$ cat src/rtl/alu_pkg.sv
// Shared opcode constants, FSM state type and opcode validity helper for the
// ALU arbiter slice.
package alu_pkg;

    localparam int OP_W = 4;

    localparam logic [OP_W-1:0] OP_ADD = 4'd0;
    localparam logic [OP_W-1:0] OP_SUB = 4'd1;
    localparam logic [OP_W-1:0] OP_MUL = 4'd2;
    localparam logic [OP_W-1:0] OP_AND = 4'd3;
    localparam logic [OP_W-1:0] OP_OR  = 4'd4;

    typedef enum logic [1:0] {
        IDLE,
        EXEC,
        RESP
    } state_t;

    function automatic logic is_valid_op(input logic [OP_W-1:0] op);
        return (op <= OP_OR);
    endfunction

endpackage

$ cat src/rtl/rr_arb2.sv
// Two-way round-robin arbiter; remembers the last granted requester so that
// under contention the other one wins next.
module rr_arb2 (
    input  logic clk,
    input  logic rst_n,
    input  logic valid0,
    input  logic valid1,
    input  logic advance,
    output logic grant0,
    output logic grant1
);

    logic last_grant_q;
    logic last_grant_d;

    always_comb begin
        grant0 = valid0;
        grant1 = valid1;
        if (valid0 && valid1) begin
            grant0 = last_grant_q;
            grant1 = !last_grant_q;
        end
    end

    always_comb begin
        last_grant_d = last_grant_q;
        if (advance && (grant0 || grant1)) begin
            last_grant_d = grant1;
        end
    end

    // Reset value 1 makes requester 0 the first winner under contention.
    always_ff @(posedge clk) begin
        if (!rst_n) begin
            last_grant_q <= 1'b1;
        end else begin
            last_grant_q <= last_grant_d;
        end
    end

endmodule

$ cat src/rtl/alu_arbiter.sv
// Shares one ALU between two valid/ready requesters with round-robin grant,
// latency counting and tagged responses. Optional rsp_err port: ALU_ARB_ERR_EN.
module alu_arbiter #(
    parameter int MUL_LAT = 4,
    parameter int OP_W    = 4,
    parameter int DATA_W  = 32
) (
    input  logic              clk,
    input  logic              rst_n,
    input  logic              req0_valid,
    output logic              req0_ready,
    input  logic [OP_W-1:0]   req0_op,
    input  logic [DATA_W-1:0] req0_a,
    input  logic [DATA_W-1:0] req0_b,
    input  logic              req1_valid,
    output logic              req1_ready,
    input  logic [OP_W-1:0]   req1_op,
    input  logic [DATA_W-1:0] req1_a,
    input  logic [DATA_W-1:0] req1_b,
    output logic [OP_W-1:0]   alu_op,
    output logic [DATA_W-1:0] alu_a,
    output logic [DATA_W-1:0] alu_b,
    input  logic [DATA_W-1:0] alu_result,
    output logic              rsp_valid,
    input  logic              rsp_ready,
    output logic              rsp_id,
`ifdef ALU_ARB_ERR_EN
    output logic              rsp_err,
`endif
    output logic [DATA_W-1:0] rsp_data
);

    import alu_pkg::*;

    localparam logic [3:0] MUL_CNT = 4'(MUL_LAT - 1);

    state_t            state_q, state_d;
    logic [OP_W-1:0]   alu_op_q, alu_op_d;
    logic [DATA_W-1:0] alu_a_q, alu_a_d;
    logic [DATA_W-1:0] alu_b_q, alu_b_d;
    logic [3:0]        cnt_q, cnt_d;
    logic              rsp_valid_q, rsp_valid_d;
    logic              rsp_id_q, rsp_id_d;
    logic [DATA_W-1:0] rsp_data_q, rsp_data_d;
`ifdef ALU_ARB_ERR_EN
    logic              rsp_err_q, rsp_err_d;
`endif

    logic              idle;
    logic              grant0;
    logic              grant1;
    logic              take;
    logic [OP_W-1:0]   sel_op;
    logic [DATA_W-1:0] sel_a;
    logic [DATA_W-1:0] sel_b;

    assign idle = (state_q == IDLE);

    // Valids are masked outside IDLE so the arbiter only grants when we can accept.
    rr_arb2 u_arb (
        .clk     (clk),
        .rst_n   (rst_n),
        .valid0  (req0_valid && idle),
        .valid1  (req1_valid && idle),
        .advance (take),
        .grant0  (grant0),
        .grant1  (grant1)
    );

    assign req0_ready = grant0;
    assign req1_ready = grant1;
    assign take       = grant0 || grant1;

    assign sel_op = grant1 ? req1_op : req0_op;
    assign sel_a  = grant1 ? req1_a  : req0_a;
    assign sel_b  = grant1 ? req1_b  : req0_b;

    always_comb begin
        state_d     = state_q;
        alu_op_d    = alu_op_q;
        alu_a_d     = alu_a_q;
        alu_b_d     = alu_b_q;
        cnt_d       = cnt_q;
        rsp_valid_d = rsp_valid_q;
        rsp_id_d    = rsp_id_q;
        rsp_data_d  = rsp_data_q;
`ifdef ALU_ARB_ERR_EN
        rsp_err_d   = rsp_err_q;
`endif
        unique case (state_q)
            IDLE: begin
                if (take) begin
                    rsp_id_d = grant1;
                    cnt_d    = '0;
`ifdef ALU_ARB_ERR_EN
                    rsp_err_d = 1'b0;
                    if (!is_valid_op(sel_op)) begin
                        // Illegal opcode never touches the ALU.
                        rsp_err_d   = 1'b1;
                        rsp_data_d  = '0;
                        rsp_valid_d = 1'b1;
                        state_d     = RESP;
                    end else begin
                        alu_op_d = sel_op;
                        alu_a_d  = sel_a;
                        alu_b_d  = sel_b;
                        cnt_d    = (sel_op == OP_MUL) ? MUL_CNT : 4'd0;
                        state_d  = EXEC;
                    end
`else
                    alu_op_d = is_valid_op(sel_op) ? sel_op : OP_ADD;
                    alu_a_d  = sel_a;
                    alu_b_d  = sel_b;
                    cnt_d    = (sel_op == OP_MUL) ? MUL_CNT : 4'd0;
                    state_d  = EXEC;
`endif
                end
            end
            EXEC: begin
                if (cnt_q != 4'd0) begin
                    cnt_d = cnt_q - 4'd1;
                end else begin
                    rsp_data_d  = alu_result;
                    rsp_valid_d = 1'b1;
                    state_d     = RESP;
                end
            end
            RESP: begin
                if (rsp_valid_q && rsp_ready) begin
                    rsp_valid_d = 1'b0;
                    state_d     = IDLE;
                end
            end
            default: begin
                state_d = IDLE;
            end
        endcase
    end

    always_ff @(posedge clk) begin
        if (!rst_n) begin
            state_q     <= IDLE;
            alu_op_q    <= '0;
            alu_a_q     <= '0;
            alu_b_q     <= '0;
            cnt_q       <= '0;
            rsp_valid_q <= 1'b0;
            rsp_id_q    <= 1'b0;
            rsp_data_q  <= '0;
`ifdef ALU_ARB_ERR_EN
            rsp_err_q   <= 1'b0;
`endif
        end else begin
            state_q     <= state_d;
            alu_op_q    <= alu_op_d;
            alu_a_q     <= alu_a_d;
            alu_b_q     <= alu_b_d;
            cnt_q       <= cnt_d;
            rsp_valid_q <= rsp_valid_d;
            rsp_id_q    <= rsp_id_d;
            rsp_data_q  <= rsp_data_d;
`ifdef ALU_ARB_ERR_EN
            rsp_err_q   <= rsp_err_d;
`endif
        end
    end

    assign alu_op    = alu_op_q;
    assign alu_a     = alu_a_q;
    assign alu_b     = alu_b_q;
    assign rsp_valid = rsp_valid_q;
    assign rsp_id    = rsp_id_q;
    assign rsp_data  = rsp_data_q;
`ifdef ALU_ARB_ERR_EN
    assign rsp_err   = rsp_err_q;
`endif

endmodule

$ cat config.mk
export PLATFORM = sky130hd
export DESIGN_NAME = alu_arbiter
export DESIGN_NICKNAME = d
export VERILOG_FILES = /design/src/rtl/alu_pkg.sv /design/src/rtl/rr_arb2.sv /design/src/rtl/alu_arbiter.sv
export SDC_FILE = /design/constraint.sdc
export NUM_CORES = 1
export LEC_CHECK = 0
export BUFFER_PORTS_ARGS = -buffer_cell sky130_fd_sc_hd__buf_2
export CAP_MARGIN = 5
export CORE_AREA = 2 2 108 110
export DETAILED_ROUTE_END_ITERATION = 6
export DIE_AREA = 0 0 110 112
export PLACE_DENSITY = 0.8
export RECOVER_POWER = 100
export REMOVE_ABC_BUFFERS = 1
export SYNTH_ARGS = -nofsm -noshare
export SYNTH_HDL_FRONTEND = slang
export SYNTH_HIERARCHICAL = 1
export SYNTH_SLANG_ARGS = --single-unit
$ cat constraint.sdc
create_clock -name clk -period 3.24 [get_ports clk]
set_input_delay 0.324 -clock clk [delete_from_list [all_inputs] [get_ports clk]]
set_output_delay 0.324 -clock clk [all_outputs]
set_load 0.02 [all_outputs]
# Word-level counts from Yosys, hierarchy flattened
# Index checks and enable logic that the tools add are counted.
# totals
ff_bits	109
elab_cells	51
# classes
eq_ne	7
n_bitwise	1
n_addsub	1
order_cmp	1
reduce_logical	15
muxes	17
# ops
cell	count
32-bit 2-to-1 mux	2
4-bit 2-to-1 mux	4
3-bit AND reduction	3
2-bit 2-to-1 mux	4
4-bit one-hot mux with 2 select lines	1
2-bit != test, second input constant	3
2-bit one-hot mux with 3 select lines	1
4-bit by 2-bit == test with 1-bit output, second input constant	1
4-bit by 3-bit less-or-equal comparator with 1-bit output, second input constant	1
1-bit logical AND	4
1-bit 2-to-1 mux	4
2-bit AND reduction	2
2-bit nonzero test	2
4-bit nonzero test	1
4-bit by 1-bit subtractor with 4-bit output, second input constant	1
2-bit by 1-bit == test with 1-bit output, second input constant	1
2-bit == test, second input constant	1
2-bit zero test	1
2-bit by 1-bit != test with 1-bit output, second input constant	1
1-bit one-hot mux with 2 select lines	1
1-bit zero test	1
1-bit logical OR	1
1-bit inverter	1

# Longest topological paths before layout
# Gate-level depths: netlist (run 1).
# depth
word_depth	9
depth_mapped	12
depth_no_buf	7

# Hierarchy
# Netlist (run 1), hierarchy kept.
# modules_own_cells
module	area_per_inst_um2	n_inst	seq_area_each_um2	cells_per_inst
alu_arbiter	4853.4	1	2162.1	499
rr_arb2	58.8	1	20.0	7

# Worst setup path before layout (run 1)
# No wires, ideal clock.
# synth_timing
path_kind	flip-flop to flip-flop
start	register state_q[0]
end	register alu_a_q[0], in the netlist alu_a[0]
path_slack_ns	0.577
required_ns	3.159
t_arrival_ns	2.582
setup_ns	0.081
period_less_slack_ns	2.663
path_stages_with_launch	12
path_cell_list	dfxtp_1 > nor2_1 > and2_1 > a21boi_0 > buf_6 > or2_1 > buf_2 > and2_1 > buf_6 > clkbuf_1 > nor2_1 > a211oi_2
# synth_between
elab_chain_len	6
# synth_rtl
element	line	rtl
start: declaration	alu_arbiter.sv:37	state_t state_q, state_d;
start signal: assignment	alu_arbiter.sv:154	state_q <= state_d;
2-bit zero test *	alu_arbiter.sv:57	assign idle = (state_q == IDLE);
1-bit logical AND, on equally long branches	alu_arbiter.sv:63, alu_arbiter.sv:64	
1-bit logical AND	rr_arb2.sv:19	if (valid0 && valid1) begin
1-bit 2-to-1 mux *	rr_arb2.sv:19	
via req1_ready	alu_arbiter.sv:16	output logic req1_ready,
1-bit logical OR *	alu_arbiter.sv:72	assign take = grant0 || grant1;
via take	alu_arbiter.sv:52	logic take;
2-bit AND reduction (no line) *	-	
end signal: assignment	alu_arbiter.sv:156	alu_a_q <= alu_a_d;
end: declaration	alu_arbiter.sv:39	logic [DATA_W-1:0] alu_a_q, alu_a_d;
# Mark *: on every way through the listed nets, which the timed path passes. The rest lies on a longest branch.
# A chain may end at the register's enable or synchronous reset.

# Final worst setup path (run 1)
# layout_timing
start	register state_q[0]
end	register alu_a_q[19], in the netlist alu_a[19]
# layout_between
elab_chain_len	6
# layout_rtl
element	line
2-bit zero test *	alu_arbiter.sv:57, alu_arbiter.sv:90
1-bit logical AND, on equally long branches	alu_arbiter.sv:63, alu_arbiter.sv:64
1-bit logical AND	rr_arb2.sv:19
1-bit 2-to-1 mux	rr_arb2.sv:19
1-bit logical OR	alu_arbiter.sv:72
2-bit AND reduction (no line)	-
# Every way passes the cells marked *; elsewhere a longest branch is shown, timed or not.

==> results by group, run 1 <==
CTS
  • Clk root buf: clkbuf_16
  • CTS buffer count: 9
  • Clock latency on the worst-skew pair: 0.34 ns
  • Post-CTS resize count: 0
  • Max H-tree Level: 3
  • Clock sinks: 109
  • TritonCTS clock tree: done
  • Post-CTS Setup Repair Bufs: 0
  • Hold-fix buffer count after cts: 0
  • Clock Pin Slew Worst Setup and Hold Paths: 0.07 ns
  • CTS Buffer Depth: 2

Yosys
  • Seq cells post-synth: 109
  • EDFF count, synth: 0
  • Synth top area share: about 44%
  • Simple-gate portion of the synthesized area: 13.6%
  • Post-Synth XOR/XNOR Area: 0%
  • Cell area after synthesis: a little under 5000 µm²
  • Synth Instances: 506
  • Ys flop type: dfxtp_1
  • Mux share of post-synthesis cell area: 13.2%
  • Main area contributors after synthesis: dfxtp_1 44%, a211oi_2 16%, mux2i_1 13%
  • Synth cell types: 36
  • Synth Area in Adders: 0.509%
  • Syn avg cell area: approximately 9.7 µm²
  • Yosys top cell by area: dfxtp_1
  • Post-synthesis sequential area ratio: between 40 and 50%
  • Largest family of logic cells by synthesized area: compound AO/OA/AOI/OAI gates
  • Synth Area in Compound Gates: around 23%
  • Yosys warns: 6
  • Synth async-reset ratio: 0%

Critical path
  • WP data arrival: around 3.0 ns
  • R2R Setup Slk: 0.45 ns
  • Worst Setup End Kind: register
  • Setup CP Type: register to register
  • Critical Path Fanout Max: 25
  • Critical Path Start Type: register
  • CP Data Required Time: 3.48 ns

Global routing
  • Total global routing overflow: 0
  • Antenna violations before repair: 1
  • First-pass GRT wire length: 19700 µm
  • Number of global-route vias before repair: about 4400
  • Gr usage total: 20.1%
  • Largest net degree at the start of global routing: a little over 70

Pwr
  • Power Dens Cells: 988 nW/µm²
  • Combinational power share: between 50% and 60%
  • Sw Ratio: ~44%
  • Internal Power: 3.52 mW
  • P_leak: 2.58 nW
  • VDD IR max: just under 0.0005 V
  • Clock share of power: 17.0%
  • Switch Pwr: 2.81 mW
  • Flop pwr share: roughly 32%

Floorplan
  • Io pins: 277
  • Core footprint: 11200 µm²
  • Die footprint: roughly 12000 µm²
  • Die width: roughly 110 µm
  • Num rows: 39
  • Initial Util: 44.0%
  • Chip Height: between 100 and 150 µm

Detailed routing
  • Post-Route WL: 12600 µm
  • Met3 WL: 997 µm
  • DR iter-0 viols: 151
  • ANT nets after route: 0
  • Vias per Instance: 5.03
  • DR top layer: met4
  • Initial DRT Pass Iterations: 5
  • Via count: 4560
  • Drt drc: 0
  • Drt wl/cell: 13.9 µm
  • Met1 WL: 5120 µm
  • Routed met2 length: approximately 6200 µm

STA
  • Max Fclk: 0.358 GHz
  • Fin. Hold Viols: 0
  • Relative slew margins: under 10%
  • RSZ-0062 raised after global routing: false
  • Setup TNS: 0 ns
  • Clock Skew: 0.00984 ns
  • Fin crit share: 86.1%
  • Setup WS post-layout: approximately 0.45 ns
  • Slew @ Worst Pin: between 1 and 1.5 ns
  • Final setup viols: 0
  • Hold_ws: about 0.22 ns
  • Fin crit period: 2.79 ns
  • Final Max Tran Viols: 0

Finish
  • N_diodes: 0
  • Layout cells sized above 1: a little under a third
  • FILL cells: approximately 1100
  • Area grow syn2layout: 30.5%
  • Final #Nets: 934
  • Reg area: 2180 µm²
  • Multi-input logic area: 2390 µm²
  • Final design utilization: 57.4%

Placed design
  • DP HPWL: 9300 µm
  • Final Wtd Congestion: approximately 0.85
  • # port buffers: 276
  • Setup Slack @ Placement: about 0.6 ns

Worst hold path
  • Hold/Removal Path Class: input port to register

Job
  • Max-cap viol count: 0

Status
  • Status: completed
-- layout by cell type (no fill, tap or decap), types with 2 or more instances in the layout --
cell,synthesis,layout
a211oi_1,0,18
nor3b_1,2,2
o21ai_0,0,2
buf_12,0,4
nor3_1,2,2
nand2_1,73,73
clkbuf_1,22,106
nor2_1,71,70
a211o_1,2,2
a21boi_0,2,2
buf_4,0,2
dfxtp_1,109,109
clkinvlp_4,0,2
a22oi_1,3,3
mux2i_1,65,65
a31oi_1,2,2
buf_2,8,172
inv_1,3,3
a211oi_2,64,46
nand3_1,2,2
and3_1,2,2
a21oi_1,40,40
nand2b_1,3,3
clkbuf_16,0,9
ha_1,2,2
clkinv_2,0,2
-- registers in the layout, indices dropped and copies added, names as in the netlist --
register and flops:
alu_a 32, rsp_data 32, state_q 2, rsp_id 1, alu_b 32, rsp_valid 1, alu_op 4, u_arb/last_grant_q 1
cnt_q 4
-- worst paths after layout --
path                       start           end  depth (start not counted)
setup / recovery      state_q[0]     alu_a[19]                          8
hold / removal    alu_result[24]  rsp_data[24]                          3
setup reg to reg      state_q[0]     alu_a[19]                          8
hold reg to reg     rsp_data[29]  rsp_data[29]                          2
-- power groups by stage --
stage,Combinational [mW],Sequential (mW),Clock (mW)
6_report,3.23,2.02,1.08
5_1_grt,3.54,2.08,1.16
3_3_place_gp,3.43,2.03,0
4_1_cts,3.50,2.02,1.11
3_5_place_dp,3.50,2.04,0
2_1_floorplan,1.88,2.64,0
-- cells in the mapped netlist (2+ instances only) --
cell type  count
dfxtp_1      109
nand2_1       73
nor2_1        71
mux2i_1       65
a211oi_2      64
a21oi_1       40
clkbuf_1      22
buf_6         10
buf_2          8
a22oi_1        3
and2_1         3
inv_1          3
nand2b_1       3
a211o_1        2
a21boi_0       2
a31oi_1        2
and3_1         2
ha_1           2
nand3_1        2
nor3_1         2
nor3b_1        2
o21ai_1        2
-- metrics by stage --
step / cells / instance area, µm² / power [mW]
6_report: 907 / 6410 / 6.33
5_1_grt: 907 / 6410 / 6.78
4_1_cts: 907 / 6650 / 6.62
3_5_place_dp: 891 / 6350 / 5.54
3_3_place_gp: 891 / 6350 / 5.46
2_1_floorplan: 465 / 4670 / 4.51
-- metal layers --
layer	GRT usage, %	vias to the layer above
met3	5.62	23
li1	-	2277
met5	0	-
met1	22.8	2091
met2	35.1	169
met4	7.76	0
-- worst max-delay path, cell delays in order, from the launching register on --
cell      delay, ns
dfxtp_1        0.36
nor2_1         0.33
and2_0         0.23
a21boi_0       0.40
or2_0          0.34
and2_4         0.37
buf_4          0.36
nor2_1         0.07
a211oi_1       0.23
-- layout make-up --
class	instances	share of cell area (%)
flip-flops and latches	109	34.0
clock inverters	6	0.995
repair buffers	283	21.1
clock buffers	10	3.57
inverters	4	0.273
multi-input cells	352	37.3
well taps	143	2.79
-- logic make-up after synthesis --
| group | after synthesis |
|---|---|
| adders and majority gates | 2 |
| AOI/OAI and AO/OA | 121 |
| buffers and inverters | 45 |
| and+or+nand+nor | 164 |
| DFF | 109 |
| muxes | 65 |
No activity file was read; power rests on OpenSTA's default activity.
==> inputs of run 2 (changes only) <==
- clock period: 3.24 -> 3.4 ns (I/O delays scaled with it)
==> results by group, run 2 (synthesis gave the netlist of run 1 again) <==
Worst hold path
  • Hold/Removal Path Class: input port to register
  • Hold path start: alu_result[23]
  • Worst Hold End: rsp_data[23]
  • WHS Path Cells: 3

Critical path
  • CP Data Required Time: roughly 3.6 ns
  • Worst Setup End Kind: register
  • WP data arrival: 3.09 ns
  • Worst r2r dst: alu_b[7]
  • Critical Path Fanout Max: 48
  • Crit-path slowest cell: and2_4
  • Setup CP Type: register to register
  • Slowest cell delay on critical path: 0.46 ns
  • Largest delay share family, worst path: simple AND/OR/NAND/NOR gates
  • R2R Setup Slk: 0.54 ns
  • Buffers & Inverters on Critical Path: 1
  • Worst path cell trace: nor2_1, and2_0, a21boi_0, or2_0, and2_4, buf_12, nor2_1, a211oi_1
  • Reg2reg path depth: 8
  • Worst reg2reg startpoint: state_q[0]
  • Critical Path Start Type: register
  • Most used cell along the critical path: nor2_1

CTS
  • Hold-fix buffer count after cts: 0
  • TritonCTS clock tree: done
  • Clk root buf: clkbuf_16
  • Post-CTS resize count: 0
  • Clock sinks: about 110
  • CTS Buffer Depth: 2
  • Max H-tree Level: 3
  • Clock Pin Slew Worst Setup and Hold Paths: 0.07 ns
  • Clock latency on the worst-skew pair: 0.33 ns
  • CTS buffer count: 9
  • Post-CTS Setup Repair Bufs: 0

Finish
  • Most frequent cells in the layout: 172 x buf_2, 109 x dfxtp_1, 106 x clkbuf_1, 73 x nand2_1, 70 x nor2_1
  • N_diodes: 0
  • Layout cells sized above 1: 31.8%
  • Final #Nets: 934
  • Area grow syn2layout: 31.1%
  • Final std cells w/o fill: slightly above 900
  • Leading cell type in the layout, fill and taps excluded: buf_2

Global routing
  • Met1 usage: 23.5%
  • Number of global-route vias before repair: just over 4000
  • Total global routing overflow: 0
  • Met3 Use GR: 5.21%
  • Largest net degree at the start of global routing: just over 70
  • Gr usage total: 19.7%
  • Antenna violations before repair: 1
  • First-pass GRT wire length: just under 20000 µm
  • Met2 Usage GRT: between 30% and 40%
  • Peak-usage layer in the global routing report: met2

Placed design
  • Final Wtd Congestion: 0.921
  • Setup Slack @ Placement: 0.795 ns
  • DP HPWL: 9310 µm
  • Post-Place Cells: ~890
  • # port buffers: 276

Pwr
  • Total power: between 6 and 7 mW
  • Flop pwr share: 31.5%
  • Sw Ratio: 43.8%
  • Internal Power: approximately 3.4 mW
  • P_leak: roughly 2.6 nW
  • Power Dens Cells: 952 nW/µm²
  • Combinational power share: 50.0%
  • Clock share of power: 18.5%
  • VDD IR max: 0.000478 V
  • Switch Pwr: 2.68 mW

Detailed routing
  • Initial DRT Pass Iterations: 4
  • Vias per Instance: 5.01
  • Post-Route WL: 12700 µm
  • ANT nets after route: 0
  • Via count: 4540
  • DR iter-0 viols: 223
  • Drt drc: 0
  • Drt wl/cell: 14.0 µm

Floorplan
  • Io pins: approximately 280
  • Core footprint: 11200 µm²
  • Num rows: 39
  • Die footprint: 12300 µm²
  • Chip Height: 112 µm
  • Initial Util: 44.0%
  • Die width: approximately 110 µm

STA
  • Max Fclk: 0.350 GHz
  • Setup TNS: 0 ns
  • Clock Skew: 0.0100 ns
  • Setup WS post-layout: 0.541 ns
  • Final Max Tran Viols: 0
  • RSZ-0062 raised after global routing: false
  • Fin. Hold Viols: 0
  • Hold_ws: 0.242 ns
  • Relative slew margins: 1.17%
  • Fin crit period: approximately 2.9 ns
  • Final setup viols: 0
  • Fin crit share: 84.1%
  • Slew @ Worst Pin: 1.48 ns

Job
  • Max-cap viol count: 0

Status
  • Status: completed
-- run 2: per-layer routing --
| metal | vias up | routed length [µm] |
|---|---|---|
| met5 | - | 0 |
| met2 | 177 | 6330 |
| met3 | 21 | 930 |
| li1 | 2280 | - |
| met1 | 2062 | 5180 |
| met4 | 0 | 248 |
-- run 2: how the worst max path moves through the flow --
stage / from / endpoint / slack (ns) / cells after the start
CTS: state_q[0] / alu_b[20] / 0.78 / 8
global placement: state_q[0] / cnt_q[1] / 0.89 / 8
global route: state_q[1] / alu_b[10] / 0.24 / 8
detailed placement: state_q[0] / alu_b[20] / 0.80 / 8
floorplan: state_q[0] / alu_a[0] / -9.02 / 7
finish: state_q[0] / alu_b[7] / 0.54 / 8
-- run 2: final cells by class --
class                      count  area, µm²
clock inverter                 5       83.8
sequential                   109       2180
inverter                       4       17.5
multi-input combinational    352       2390
tap                          143        179
fill                        1069       4730
timing repair buffer         283       1350
clock buffer                  11        243
-- run 2: power groups by stage --
stage	sequential, mW	clock [mW]	combinational, mW
after floorplan	2.54	0	1.88
after global placement	1.94	0	3.25
after detailed placement	1.95	0	3.32
after CTS	1.92	1.16	3.33
after global routing	1.99	1.20	3.37
final	1.93	1.14	3.06
-- run 2: worst min-delay path, delay by kind of cell --
kind	cells	cell delay [ns]
AOI/OAI and AO/OA	1	0.05
buffers and inverters	1	0.10
and+or+nand+nor	1	0.04
-- run 2: metrics by stage --
stage,util [%],area (µm²)
detailed placement,56.9,6350
finish,57.6,6440
CTS,59.8,6680
global route,57.6,6440
floorplan,-,4670
global placement,56.9,6350
